$ cat config.mk
export PLATFORM = sky130hd
export DESIGN_NAME = fp32_add_arb_flat
export DESIGN_NICKNAME = d
export VERILOG_FILES = /design/src/rtl/fp32_add_arb_if.sv /design/src/rtl/fp32_add_arb.sv /design/src/flat_wrapper.sv
export SDC_FILE = /design/constraint.sdc
export NUM_CORES = 1
export LEC_CHECK = 0
export CAP_MARGIN = 20
export CORE_AREA = 2 2 155 157
export CTS_CLUSTER_SIZE = 14
export DETAILED_ROUTE_END_ITERATION = 10
export DIE_AREA = 0 0 157 159
export GPL_TIMING_DRIVEN = 0
export PLACE_DENSITY = 0.67
export SLEW_MARGIN = 20
export SYNTH_ARGS = -nofsm -noshare
export SYNTH_HDL_FRONTEND = slang
export SYNTH_SLANG_ARGS = --single-unit
$ cat constraint.sdc
create_clock -name clk -period 5.1 [get_ports clk]
set_input_delay 0.51 -clock clk [delete_from_list [all_inputs] [get_ports clk]]
set_output_delay 0.51 -clock clk [all_outputs]
set_load 0.01 [all_outputs]
$ cat src/rtl/fp32_add_arb_if.sv
// Requester, shared-adder and response signals of the fp32 adder arbiter.
// slave is the arbiter's view; master is the environment (requesters + adder).
interface fp32_add_arb_if #(
  parameter int N_REQ = 4
);
  logic [N_REQ-1:0]    req_valid;
  logic [N_REQ-1:0]    req_ready;
  logic [32*N_REQ-1:0] req_a;
  logic [32*N_REQ-1:0] req_b;
  logic                add_valid_in;
  logic [31:0]         add_a;
  logic [31:0]         add_b;
  logic                add_valid_out;
  logic [31:0]         add_y;
  logic [N_REQ-1:0]    rsp_valid;
  logic [31:0]         rsp_y;
  logic                drain_req;
  logic                drain_done;
  logic                err_orphan;

  modport slave (
    input  req_valid, req_a, req_b, add_valid_out, add_y, drain_req,
    output req_ready, add_valid_in, add_a, add_b, rsp_valid, rsp_y,
           drain_done, err_orphan
  );

  modport master (
    output req_valid, req_a, req_b, add_valid_out, add_y, drain_req,
    input  req_ready, add_valid_in, add_a, add_b, rsp_valid, rsp_y,
           drain_done, err_orphan
  );
endinterface

$ cat src/rtl/fp32_add_arb.sv
// Shares one fixed-latency fp32 adder among N_REQ requesters with tag routing and drain control.
// Define FP32_ADD_ARB_FIXED_PRIO_EN for fixed-priority arbitration (default: round-robin).
module fp32_add_arb #(
  parameter int N_REQ     = 4,
  parameter int ADD_LAT   = 3,
  parameter int MAX_OUTST = 2
) (
  input  logic          clk,
  input  logic          rst_n,
  fp32_add_arb_if.slave bus
);
  localparam int IW = $clog2(N_REQ);

  typedef enum logic [1:0] {RUN, DRAIN, DRAINED} state_t;
  state_t state, state_nxt;

  logic [2:0]       outst     [N_REQ];
  logic [2:0]       outst_eff [N_REQ];
  logic [N_REQ-1:0] elig;
  logic [N_REQ-1:0] gnt;
  logic             gnt_any, lo_any, idle, hit;
  logic [IW-1:0]    gnt_idx, lo_idx;
  logic [31:0]      sel_a, sel_b;
  logic [ADD_LAT:0] tag_v;
  logic [IW-1:0]    tag_id [ADD_LAT+1];

  always_comb begin
    idle = ~|tag_v;
    for (int unsigned i = 0; i < N_REQ; i++) begin
      // a response retiring this cycle frees its slot for a same-cycle grant
      outst_eff[i] = outst[i] - 3'(bus.rsp_valid[i]);
      elig[i]      = bus.req_valid[i] && (outst_eff[i] < 3'(MAX_OUTST)) && (state == RUN);
      if (outst_eff[i] != '0) idle = 1'b0;
    end
  end

  always_comb begin
    lo_any = 1'b0;
    lo_idx = '0;
    for (int unsigned i = N_REQ; i > 0; i--) begin
      if (elig[i-1]) begin
        lo_any = 1'b1;
        lo_idx = IW'(i - 1);
      end
    end
  end

`ifdef FP32_ADD_ARB_FIXED_PRIO_EN
  assign gnt_any = lo_any;
  assign gnt_idx = lo_idx;
`else
  logic [IW-1:0] ptr;
  logic          hi_any;
  logic [IW-1:0] hi_idx;

  // first eligible at or above the pointer, else wrap to the lowest eligible
  always_comb begin
    hi_any = 1'b0;
    hi_idx = '0;
    for (int unsigned i = N_REQ; i > 0; i--) begin
      if (elig[i-1] && (IW'(i - 1) >= ptr)) begin
        hi_any = 1'b1;
        hi_idx = IW'(i - 1);
      end
    end
    gnt_any = lo_any;
    gnt_idx = hi_any ? hi_idx : lo_idx;
  end

  always_ff @(posedge clk or negedge rst_n) begin
    if (!rst_n)       ptr <= '0;
    else if (gnt_any) ptr <= (gnt_idx == IW'(N_REQ - 1)) ? '0 : gnt_idx + 1'b1;
  end
`endif

  assign gnt           = gnt_any ? (N_REQ'(1) << gnt_idx) : '0;
  assign bus.req_ready = gnt;

  always_comb begin
    sel_a = '0;
    sel_b = '0;
    for (int unsigned i = 0; i < N_REQ; i++) begin
      if (IW'(i) == gnt_idx) begin
        sel_a = bus.req_a[32*i +: 32];
        sel_b = bus.req_b[32*i +: 32];
      end
    end
  end

  assign hit = bus.add_valid_out && tag_v[ADD_LAT];

  always_comb begin
    state_nxt = state;
    case (state)
      RUN:     if (bus.drain_req) state_nxt = DRAIN;
      DRAIN:   if (idle) state_nxt = DRAINED;
               else if (!bus.drain_req) state_nxt = RUN;
      DRAINED: if (!bus.drain_req) state_nxt = RUN;
      default: state_nxt = RUN;
    endcase
  end

  assign bus.drain_done = (state == DRAINED);

  always_ff @(posedge clk or negedge rst_n) begin
    if (!rst_n) state <= RUN;
    else        state <= state_nxt;
  end

  always_ff @(posedge clk or negedge rst_n) begin
    if (!rst_n) begin
      bus.add_valid_in <= 1'b0;
      bus.add_a        <= '0;
      bus.add_b        <= '0;
      bus.rsp_valid    <= '0;
      bus.rsp_y        <= '0;
      bus.err_orphan   <= 1'b0;
      tag_v            <= '0;
      for (int unsigned k = 0; k <= ADD_LAT; k++) tag_id[k] <= '0;
      for (int unsigned i = 0; i < N_REQ; i++) outst[i] <= '0;
    end else begin
      bus.add_valid_in <= gnt_any;
      if (gnt_any) begin
        bus.add_a <= sel_a;
        bus.add_b <= sel_b;
      end
      tag_v[0]  <= gnt_any;
      tag_id[0] <= gnt_idx;
      for (int unsigned k = 1; k <= ADD_LAT; k++) begin
        tag_v[k]  <= tag_v[k-1];
        tag_id[k] <= tag_id[k-1];
      end
      bus.rsp_valid <= hit ? (N_REQ'(1) << tag_id[ADD_LAT]) : '0;
      if (hit) bus.rsp_y <= bus.add_y;
      if (bus.add_valid_out && !tag_v[ADD_LAT]) bus.err_orphan <= 1'b1;
      for (int unsigned i = 0; i < N_REQ; i++) begin
        case ({gnt[i], bus.rsp_valid[i]})
          2'b10:   outst[i] <= outst[i] + 3'd1;
          2'b01:   outst[i] <= outst[i] - 3'd1;
          default: ;
        endcase
      end
    end
  end
endmodule

$ cat src/flat_wrapper.sv
// flat-port wrapper written by rule: the top's interface ports become plain ports
module fp32_add_arb_flat 
#(
  parameter int N_REQ     = 4,
  parameter int ADD_LAT   = 3,
  parameter int MAX_OUTST = 2
)
  (clk, rst_n, bus_req_valid, bus_req_a, bus_req_b, bus_add_valid_out, bus_add_y, bus_drain_req, bus_req_ready, bus_add_valid_in, bus_add_a, bus_add_b, bus_rsp_valid, bus_rsp_y, bus_drain_done, bus_err_orphan);
  fp32_add_arb_if #(.N_REQ(N_REQ)) bus_i ();
  input  logic clk;
  input  logic rst_n;
  input wire logic [$bits(bus_i.req_valid)-1:0] bus_req_valid;
  input wire logic [$bits(bus_i.req_a)-1:0] bus_req_a;
  input wire logic [$bits(bus_i.req_b)-1:0] bus_req_b;
  input wire logic [$bits(bus_i.add_valid_out)-1:0] bus_add_valid_out;
  input wire logic [$bits(bus_i.add_y)-1:0] bus_add_y;
  input wire logic [$bits(bus_i.drain_req)-1:0] bus_drain_req;
  output wire logic [$bits(bus_i.req_ready)-1:0] bus_req_ready;
  output wire logic [$bits(bus_i.add_valid_in)-1:0] bus_add_valid_in;
  output wire logic [$bits(bus_i.add_a)-1:0] bus_add_a;
  output wire logic [$bits(bus_i.add_b)-1:0] bus_add_b;
  output wire logic [$bits(bus_i.rsp_valid)-1:0] bus_rsp_valid;
  output wire logic [$bits(bus_i.rsp_y)-1:0] bus_rsp_y;
  output wire logic [$bits(bus_i.drain_done)-1:0] bus_drain_done;
  output wire logic [$bits(bus_i.err_orphan)-1:0] bus_err_orphan;
  assign bus_i.req_valid = bus_req_valid;
  assign bus_i.req_a = bus_req_a;
  assign bus_i.req_b = bus_req_b;
  assign bus_i.add_valid_out = bus_add_valid_out;
  assign bus_i.add_y = bus_add_y;
  assign bus_i.drain_req = bus_drain_req;
  assign bus_req_ready = bus_i.req_ready;
  assign bus_add_valid_in = bus_i.add_valid_in;
  assign bus_add_a = bus_i.add_a;
  assign bus_add_b = bus_i.add_b;
  assign bus_rsp_valid = bus_i.rsp_valid;
  assign bus_rsp_y = bus_i.rsp_y;
  assign bus_drain_done = bus_i.drain_done;
  assign bus_err_orphan = bus_i.err_orphan;
  fp32_add_arb #(.N_REQ(N_REQ), .ADD_LAT(ADD_LAT), .MAX_OUTST(MAX_OUTST)) u_core (.clk(clk), .rst_n(rst_n), .bus(bus_i));
endmodule
==> run_results.csv <==
group,metric,value,unit
status,outcome,"completed",
floorplan,ioPinCount,403,
routing,vias,6906,
power_and_ir_drop,p_leak,0.00492,uW
critical_path,ff2ff_path_depth,13,
global_route,antenna_found_initial,2,
placement,port_buffers,402,
worst_hold_path,min_path_type,"reg2reg",
logic_synthesis,synth-main-ff-cell,"dfrtp_1",
clock_tree,cts-buffers-inserted,17,
critical_path,path_max_fanout,13,
power_and_ir_drop,power_density,591,mW/mm^2
global_route,grt_max_degree,87,
critical_path,r2r-end,"u_core.bus.add_a[7]",
clock_tree,cts-htree-levels,4,
finish,final_cell_mix,"401 x clkdlybuf4s50_1, 129 x dfrtp_1, 75 x nand2_1, 66 x a221oi_1, 65 x nor2b_1",
routing,drc_errors,0,
critical_path,r2r-start,"u_core.outst[0]",
timing,finalMaxSlewViolations,0,
logic_synthesis,async_flop_share,1.00,
routing,drt_first_pass_iters,4,
clock_tree,post_cts_buffers,0,
critical_path,crit_type,"reg2out",
routing,drt_iter0_drc,342,
floorplan,fp-row-count,56,
logic_synthesis,ys_ff_latch,129,
critical_path,cp-start-kind,"register",
placement,place_ws,0.492,ns
global_route,grt_overflow_total,0,
logic_synthesis,synth_cell_type_count,38,
timing,hold_viol_final,0,
logic_synthesis,synth_cells,645,
placement,gp_congestion,0.861,
global_route,grtUsageMet2,0.398,
floorplan,fp.dieH,159,um
flow_run,drv_cap,0,
routing,vias_per_cell,4.94,
timing,finalWorstSetupSlack,0.418,ns
placement,dp_hpwl,22500,um
finish,area_growth,68.8,%
critical_path,cp_data_arrival_time,4.17,ns
placement,placedCellCount,1367,
clock_tree,clock-root-buffer,"clkbuf_16",
floorplan,initial_core_util,0.315,
critical_path,crit_start,"u_core.outst[0]",
global_route,met3_usage,0.0604,
global_route,grt_pass1_vias,7374,
timing,slew_headroom,0.374,
logic_synthesis,ys_seq_area_frac,0.441,
floorplan,die_area,0.0250,sq mm
worst_hold_path,worstHoldStart,"u_core.tag_id[7]",
clock_tree,clock_sinks,129,
critical_path,worstSetupEndpointType,"output pin",
timing,fin_crit,4.68,ns
global_route,grt_use_met1,0.257,
timing,finalSetupViolCount,0,
timing,tightest_slew,0.939,ns
finish,postLayoutCoreUtil,0.533,
finish,layout_commonest_cell,"clkdlybuf4s50_1",
clock_tree,clkTransAtPathRegs,0.06,ns
floorplan,coreArea,0.0232,sq mm
clock_tree,cts_tree,"built",
logic_synthesis,synth_edf_count,0,
logic_synthesis,synth_nets,961,
critical_path,r2r_slack,0.74,ns
timing,finalClockSkew,0.0140,ns
timing,finalCritPeriodShare,0.918,
clock_tree,clockBufferDepth,2,
critical_path,critPathRequiredTime,4.59,ns
logic_synthesis,ys.warnings.count,0,
timing,clock.fmax,214,MHz
finish,stdcell_count,1397,
routing,wl_per_cell,20.6,um
routing,wirelength,28800,um
power_and_ir_drop,vdd_drop_max,0.000216,V
finish,layout-drive-gt1-share,0.143,
global_route,grtUsageTotal,0.225,
finish,layout.nets,1382,
timing,rsz0062_at_grt,"false",
global_route,top_usage_layer,"met2",
logic_synthesis,syn_area,0.00732,sq mm
floorplan,die_w,157,um
global_route,grt_pass1_wl,42200,um
critical_path,endpoint,"bus_req_ready[3]",
logic_synthesis,syn_area_per_cell,11.3,sq um
clock_tree,insertion_delay,0.41,ns
routing,ant_nets,0,
-- power by group --
group | internal, uW | switching, uW | total (uW)
clock network | 731 | 491 | 1220
logic | 2370 | 1890 | 4260
registers | 1530 | 285 | 1820
-- flip-flops by register name, indices dropped and copies added (netlist names) --
register,cells
u_core.bus.add_a,32
u_core.bus.add_b,32
u_core.bus.err_orphan,1
u_core.bus.rsp_valid,4
u_core.bus.rsp_y,32
u_core.outst,12
u_core.ptr,2
u_core.state,2
u_core.tag_id,8
u_core.tag_v,4
-- logic make-up after synthesis --
group	Yosys count	share of synthesized area
simple gates	171	0.122
compound gates	143	0.156
buf+inv	69	0.0474
fa+ha+maj	20	0.0383
xor+xnor	16	0.0192
mux	97	0.175
flops	129	0.441
-- per-layer routing --
layer | vias up | wire, um
li1 | 3227 | -
met1 | 3330 | 11500
met2 | 303 | 14500
met3 | 44 | 2180
met4 | 2 | 671
met5 | - | 13
-- synthesized netlist by cell type (8+ instances only) --
library cell	instances	area, sq um
a221oi_1	66	578
buf_2	13	65.1
clkbuf_1	31	116
dfrtp_1	129	3230
ha_1	16	200
inv_1	16	60.1
mux2_2	46	518
mux2_4	51	766
nand2_1	75	282
nor2b_1	65	407
o31ai_1	64	480
xnor2_1	8	70.1
xor2_1	8	70.1
-- how the worst min path moves through the flow --
stage	endpoint	slack, ns	cells past startpoint
finish	u_core.tag_id[5]	0.34	0
global route	u_core.tag_id[5]	0.36	0
CTS	u_core.tag_id[0]	0.35	0
detailed placement	u_core.tag_id[0]	0.33	0
global placement	u_core.tag_id[2]	0.33	0
floorplan	u_core.bus.add_a[0]	0.21	0
-- critical path, cell delays in order, from the launching register on --
cell and delay [ns]:
dfrtp_1 0.36, inv_1 0.08, ha_1 0.18, ha_1 0.19, xnor2_1 0.27, nand4_2 0.22, and2_1 0.21, a311oi_1 0.46
ha_2 0.52, clkbuf_1 0.51, and2_1 0.21, clkdlybuf4s50_1 0.53
-- per-stage QoR --
step | TNS [ns] | hold slack, ns | power, uW | cell area [sq um]
2_1_floorplan | 0 | 0.214 | 4310 | 7320
3_3_place_gp | -243.41 | 0.332 | 6050 | 11700
3_5_place_dp | 0 | 0.335 | 6120 | 11800
4_1_cts | 0 | 0.347 | 7370 | 12400
5_1_grt | 0 | 0.360 | 7730 | 12400
6_report | 0 | 0.344 | 7300 | 12400
-- repair_timing --
item                                    4_1_cts  5_1_grt
endpoints found under the hold margin        21        0
hold buffers                                  1        0
gates resized for setup                       0        3
endpoints found under the setup margin        0        3
-- cell type report --
type,count,area (sq um)
Sequential cell,129,3230
Antenna cell,1,2.50
Multi-Input combinational cell,447,3740
Inverter,16,60.1
Fill cell,2119,10800
Tap cell,319,399
Buffer,51,280
Timing Repair Buffer,404,4070
Clock buffer,18,439
Clock inverter,12,134
Note: power is estimated with default switching activity, not from simulation.
